`config.mk`:
```
export PLATFORM = sky130hd
export DESIGN_NAME = commit_trace_fifo
export DESIGN_NICKNAME = d
export VERILOG_FILES = /design/src/rtl/commit_trace_fifo.sv
export SDC_FILE = /design/constraint.sdc
export NUM_CORES = 2
export LEC_CHECK = 0
export BUFFER_PORTS_ARGS = -buffer_cell sky130_fd_sc_hd__buf_2
export CORE_UTILIZATION = 55
export DETAILED_ROUTE_END_ITERATION = 16
export PLACE_DENSITY = 0.72
export SYNTH_ARGS = -nofsm -noshare
export SYNTH_HDL_FRONTEND = slang
export SYNTH_SLANG_ARGS = --single-unit
```
`constraint.sdc`:
```
create_clock -name clk_i -period 96.1 [get_ports clk_i]
set_clock_uncertainty 0.1 [all_clocks]
set_input_delay 9.61 -clock clk_i [delete_from_list [all_inputs] [get_ports clk_i]]
set_output_delay 9.61 -clock clk_i [all_outputs]
set_load 0.01 [all_outputs]
```
`src/rtl/commit_trace_fifo.sv`:
```
`default_nettype none
// ============================================================================
// Module   : commit_trace_fifo
// Purpose  : Retirement trace buffer. During a bounded run window it captures
//            every register-file write from the write-back stage (PC, rd,
//            data, cycle stamp) into a FIFO, and presents the entries on a
//            valid/ready drain port. Counts dropped commits on overflow and
//            reports completion once the window has closed and the FIFO is
//            empty.
// Ports    : clk_i, rst_i        clock, async active-high reset
//            start_i             opens the capture window (sampled in IDLE)
//            wb_*_i              write-back stage commit information
//            out_valid_o/ready_i drain handshake, out_*_o head entry fields
//            count_o             FIFO occupancy (0..DEPTH)
//            overflow_o          sticky, a commit was dropped
//            drop_cnt_o          saturating dropped-commit counter
//            done_o              window over and FIFO drained (sticky)
// Revision : 1.0 - initial release
// ============================================================================
module commit_trace_fifo #(
    parameter int DEPTH      = 16,
    parameter int MAX_CYCLES = 30
) (
    input  logic                     clk_i,
    input  logic                     rst_i,
    input  logic                     start_i,
    input  logic                     wb_valid_i,
    input  logic                     wb_regwrite_i,
    input  logic [31:0]              wb_pc_i,
    input  logic [4:0]               wb_rd_i,
    input  logic [31:0]              wb_data_i,
    output logic                     out_valid_o,
    input  logic                     out_ready_i,
    output logic [31:0]              out_pc_o,
    output logic [4:0]               out_rd_o,
    output logic [31:0]              out_data_o,
    output logic [15:0]              out_cycle_o,
    output logic [$clog2(DEPTH):0]   count_o,
    output logic                     overflow_o,
    output logic [15:0]              drop_cnt_o,
    output logic                     done_o
);

    localparam int                  c_ADDR_W     = $clog2(DEPTH);
    localparam logic [c_ADDR_W:0]   c_DEPTH_CNT  = (c_ADDR_W + 1)'(DEPTH);
    localparam logic [15:0]         c_LAST_CYCLE = 16'(MAX_CYCLES - 1);
    localparam logic [15:0]         c_DROP_MAX   = 16'hFFFF;

    typedef enum logic [1:0] {
        S_IDLE  = 2'd0,
        S_RUN   = 2'd1,
        S_DRAIN = 2'd2,
        S_DONE  = 2'd3
    } state_t;

    state_t                 r_state;
    state_t                 w_state_nxt;
    logic [15:0]            r_cycle;
    logic [c_ADDR_W-1:0]    r_wptr;
    logic [c_ADDR_W-1:0]    r_rptr;
    logic [c_ADDR_W:0]      r_count;
    logic                   r_overflow;
    logic [15:0]            r_drop_cnt;

    logic [31:0]            r_pc_mem   [DEPTH];
    logic [4:0]             r_rd_mem   [DEPTH];
    logic [31:0]            r_data_mem [DEPTH];
    logic [15:0]            r_cyc_mem  [DEPTH];

    logic                   w_capture;
    logic                   w_full;
    logic                   w_empty;
    logic                   w_pop;
    logic                   w_push;
    logic                   w_drop;

    // ------------------------------------------------------------------------
    // Handshake / capture decode
    // ------------------------------------------------------------------------
    assign w_capture = (r_state == S_RUN) & wb_valid_i & wb_regwrite_i
                       & (wb_rd_i != 5'd0);
    assign w_full    = (r_count == c_DEPTH_CNT);
    assign w_empty   = (r_count == '0);
    assign w_pop     = ~w_empty & out_ready_i;
    // A full FIFO still accepts a push when the head leaves on the same edge.
    assign w_push    = w_capture & (~w_full | w_pop);
    assign w_drop    = w_capture & w_full & ~w_pop;

    // ------------------------------------------------------------------------
    // Control FSM
    // ------------------------------------------------------------------------
    always_ff @(posedge clk_i or posedge rst_i) begin
        if (rst_i) begin
            r_state <= S_IDLE;
        end else begin
            r_state <= w_state_nxt;
        end
    end

    always_comb begin
        w_state_nxt = r_state;
        case (r_state)
            S_IDLE:  if (start_i)                   w_state_nxt = S_RUN;
            S_RUN:   if (r_cycle == c_LAST_CYCLE)   w_state_nxt = S_DRAIN;
            S_DRAIN: if (w_empty)                   w_state_nxt = S_DONE;
            S_DONE:                                 w_state_nxt = S_DONE;
            default:                                w_state_nxt = S_IDLE;
        endcase
    end

    // Cycle stamp: 0 in the first RUN cycle, frozen once the window closes.
    always_ff @(posedge clk_i or posedge rst_i) begin
        if (rst_i) begin
            r_cycle <= '0;
        end else if ((r_state == S_RUN) && (r_cycle != c_LAST_CYCLE)) begin
            r_cycle <= r_cycle + 16'd1;
        end
    end

    // ------------------------------------------------------------------------
    // FIFO pointers and occupancy (pointers wrap naturally, DEPTH is 2^n)
    // ------------------------------------------------------------------------
    always_ff @(posedge clk_i or posedge rst_i) begin
        if (rst_i) begin
            r_wptr  <= '0;
            r_rptr  <= '0;
            r_count <= '0;
        end else begin
            if (w_push) begin
                r_wptr <= r_wptr + 1'b1;
            end
            if (w_pop) begin
                r_rptr <= r_rptr + 1'b1;
            end
            case ({w_push, w_pop})
                2'b10:   r_count <= r_count + 1'b1;
                2'b01:   r_count <= r_count - 1'b1;
                default: r_count <= r_count;
            endcase
        end
    end

    // Storage is cleared on reset so the head fields read zero afterwards.
    always_ff @(posedge clk_i or posedge rst_i) begin
        if (rst_i) begin
            for (int i = 0; i < DEPTH; i++) begin
                r_pc_mem[i]   <= '0;
                r_rd_mem[i]   <= '0;
                r_data_mem[i] <= '0;
                r_cyc_mem[i]  <= '0;
            end
        end else if (w_push) begin
            r_pc_mem[r_wptr]   <= wb_pc_i;
            r_rd_mem[r_wptr]   <= wb_rd_i;
            r_data_mem[r_wptr] <= wb_data_i;
            r_cyc_mem[r_wptr]  <= r_cycle;
        end
    end

    // ------------------------------------------------------------------------
    // Overflow bookkeeping
    // ------------------------------------------------------------------------
    always_ff @(posedge clk_i or posedge rst_i) begin
        if (rst_i) begin
            r_overflow <= 1'b0;
            r_drop_cnt <= '0;
        end else if (w_drop) begin
            r_overflow <= 1'b1;
            if (r_drop_cnt != c_DROP_MAX) begin
                r_drop_cnt <= r_drop_cnt + 16'd1;
            end
        end
    end

    // ------------------------------------------------------------------------
    // Outputs: all derived from registered state
    // ------------------------------------------------------------------------
    assign out_valid_o = ~w_empty;
    assign out_pc_o    = r_pc_mem[r_rptr];
    assign out_rd_o    = r_rd_mem[r_rptr];
    assign out_data_o  = r_data_mem[r_rptr];
    assign out_cycle_o = r_cyc_mem[r_rptr];
    assign count_o     = r_count;
    assign overflow_o  = r_overflow;
    assign drop_cnt_o  = r_drop_cnt;
    assign done_o      = (r_state == S_DONE);

endmodule
`default_nettype wire

```
==> impl_results.md <==
- Hold_buf cts: 0
- Worst R2R End: r_data_mem[492]
- CTS Root Cell: clkbuf_16
- Worst slew pin tran: 1.16 ns
- Logic pwr share: 0.337
- Post_cts resized: 0
- Synth Register Bits: roughly 1,400
- Gr ovfl total: 0
- Row Count: 124
- Cell family with most CP delay: buffers and inverters
- Num CTS Buffers: 148
- IO Pins: around 180
- Synthesized net count: 4,400
- M1 WL: 69,200 um
- Worst min-delay path startpoint: overflow_o
- Cells on Worst Hold Path: 1
- Setup Buffers After CTS: 0
- ANT nets after route: 0
- Initial antenna violation count: 14
- Final cycle utilization of the critical path: 0.158
- R2R depth: 6
- CTS clk-pin slew, worst paths: roughly 0.06 ns
- CP bufs+invs: 4
- Die width: 343 um
- Worst setup margin: slightly above 80 ns
- Core area: between 100,000 and 150,000 um^2
- RSZ-0062 raised after global routing: no
- Max stage delay cell, worst path: dfrtp_4
- Die Y: approximately 340 um
- TritonRoute pass-1 iters: 8
- Flip-flop and latch area: roughly 35,000 um^2
- Sequential area share after synthesis: 0.550
- Slew margin rel.: 0.225
- Sw power: 735 uW
- R2R setup slack: 91.68 ns
- Post-Route Utilization: 0.615
- Hold EP: overflow_o
- Vias post-DR: approximately 37,000
- Asr flop ratio synth: 1.00
- Synthesized area per cell: 14.9 um^2
- Area of the multi-input gates: approximately 27,000 um^2
- Largest net degree at the start of global routing: between 150 and 200
- Met3 Wirelength: a little over 7000 um
- Dpl cells: approximately 5,700
- Residual DRC: 0
- Post-synthesis instance area: 64,100 um^2
- Clock sink total: roughly 1,400
- Vias in the first global route: between 30,000 and 40,000
- Met2 wire len: around 76,000 um
- All-Layer GR Usage: 0.270
- F_max: 66.0 MHz
- Drt wl/cell: ~26 um
- Data required time of the worst path: between 80 and 90 ns
- Period minus WS final: roughly 15 ns
- CTS tree: built
- EDFF count, synth: 0
- Max rail drop VDD: about 27 uV
- Setup Total Neg Slack: 0 ns
- Starting Density: 0.557
- Pre-CTS setup slack: between 80 and 90 ns
- H-tree depth: 4
- Worst r2r src: count_o[1]
- Setup crit end kind: output pin
- Fillcell total: 8,603
- Crit path DAT: approximately 5.4 ns
- Reg power frac: 0.409
- Detailed Route Iter0 Violations: 2,707
- Max cap viols: 0
- NumNets Final: between 4,000 and 5,000
- Worst setup SP type: flip-flop
- Top layer in use: met5
- Vias per cell: 6.28
- Layout cells sized above 1: 0.462
- Critical path class: flip-flop to output pin
- Die footprint: about 120,000 um^2
- Worst-Skew Late Latency: between 0.7 and 0.8 ns
- Syn-to-layout area delta: 10.3%
- Clock buffer depth: 3
- Outcome: completed
- Top FF cell, synth: dfrtp_1
- Pins Over Slew Limit: 0
- P_int: 1500 uW
- Number of distinct library cells after synthesis: 50
- Synthesis Warnings: 0
- Fraction of power consumed by the clock network: 0.254
- Post-DP HPWL: between 80,000 and 90,000 um
- Hold Fails Final Rpt: 0
- Pwr Density: between 30 and 40 nW/um^2
- Net switching fraction of the power: 0.328
- Worst path max stage delay: 1.01 ns
- Final Wtd Congestion: roughly 0.75
- Total leakage power: between 0.03 and 0.04 uW
- Critical-path maximum fanout: 104
- First-pass GRT wire length: between 200,000 and 250,000 um
- # setup viols final: 0
- Post-Route WL: around 160,000 um
- Port Buf Inserts: about 180
- Hold Path Class: flip-flop to flip-flop
- Non-filler cells, final: around 6,000
- Critical path's most frequent cell: buf_4
- Crit path cell chain: buf_12, buf_4, buf_4, mux4_2, a22oi_1, nand2_1, buf_2
- Mapped Cells: approximately 4,300
synthesized netlist by cell type, types with 7 or more instances:
master | instances | area [um^2]
a221oi_1 | 170 | 1490
a22oi_1 | 87 | 653
and2_1 | 7 | 43.8
buf_1 | 23 | 86.3
buf_2 | 92 | 460
buf_4 | 35 | 263
buf_6 | 7 | 78.8
clkbuf_1 | 239 | 897
dfrtp_1 | 1408 | 35200
ha_1 | 11 | 138
inv_1 | 12 | 45.0
mux2_2 | 1316 | 14800
mux2_4 | 50 | 751
mux2i_1 | 341 | 3410
mux4_2 | 170 | 3830
nand2_1 | 105 | 394
nand3_1 | 12 | 60.1
nand4_1 | 25 | 156
nor3_1 | 19 | 95.1
nor4_1 | 9 | 56.3
o21ai_0 | 88 | 440
xnor2_1 | 21 | 184
xor2_1 | 17 | 149
metal layers:
metal  up-vias  GRT usage
li1      16100          -
met1     20100      0.374
met2       828      0.437
met3       294     0.0424
met4        20     0.0926
met5         -          0
kinds of logic after synthesis:
logic type | count (synthesis) | share of synthesized area
adders and majority gates | 11 | 0.00215
muxes | 1877 | 0.356
xor gates and xnor gates | 38 | 0.00519
DFF | 1408 | 0.550
and+or+nand+nor | 209 | 0.0160
buffers and inverters | 410 | 0.0287
AOI/OAI and AO/OA | 361 | 0.0422
power by group through the flow:
stage                     logic (uW)  registers (uW)  clock network (uW)
final                            755             915                 569
after global routing             813             939                 603
after CTS                        762             913                 580
after detailed placement         759             921                   0
after global placement           743             914                   0
after floorplan                  576             878                   0
how the worst max path moves through the flow:
stage / cells after the start / endpoint / from / slack, ns
2_1_floorplan: 1 / count_o[0] / rst_i / 46.69
3_3_place_gp: 7 / out_cycle_o[7] / r_rptr[0] / 81.70
3_5_place_dp: 7 / out_data_o[3] / r_rptr[0] / 81.65
4_1_cts: 7 / out_data_o[3] / r_rptr[0] / 80.82
5_1_grt: 8 / out_cycle_o[2] / r_rptr[0] / 80.59
6_report: 7 / out_cycle_o[7] / r_rptr[0] / 80.96
placed cells by master (no fill, tap or decap), types with 6 or more instances in the layout:
cell type	n
nand4_1	25
xor2_1	17
nand2_1	105
inv_1	10
dfrtp_1	1404
nand3_1	12
clkbuf_1	28
bufinv_16	6
and2_1	6
clkinv_2	27
buf_2	183
ha_1	11
buf_4	72
a221oi_1	170
o21ai_0	88
a22oi_1	87
nor3_1	11
mux4_2	170
mux2_4	50
mux2_2	1316
nor4_1	9
inv_6	7
clkbuf_8	35
xnor2_1	21
clkbuf_16	151
mux2i_1	341
nor3_2	8
state kept, by name, indices dropped and copies added, names as in the netlist:
| name | flops |
|---|---|
| r_cycle | 16 |
| r_state | 2 |
| r_data_mem | 512 |
| overflow_o | 1 |
| drop_cnt_o | 16 |
| r_cyc_mem | 256 |
| r_rptr | 4 |
| r_wptr | 4 |
| count_o | 5 |
| r_rd_mem | 80 |
| r_pc_mem | 512 |
area by class of cell:
class	instances	area share
repair buffers	260	0.0220
multi-input cells	2496	0.383
clock inverters	46	0.00669
diodes	3	0.000106
well taps	1512	0.0268
inverters	12	0.000814
clock buffers	214	0.0618
flip-flops and latches	1408	0.499
worst reg2reg max path, cell delays in order (launching register included):
cell and delay, ns:
dfrtp_1 0.49, nor4_2 1.00, nand2_1 0.47, nand4_1 0.28, buf_4 0.65, buf_4 0.89, mux2_2 0.42
through the flow:
step / power (uW) / instance area, um^2 / hold WS, ns
floorplan: 1450 / 64100 / 0.374
global placement: 1660 / 65800 / 0.348
detailed placement: 1680 / 65800 / 0.354
CTS: 2250 / 70700 / 0.373
global route: 2360 / 70700 / 0.386
finish: 2240 / 70700 / 0.373
Power figures use the tool's default switching activity.
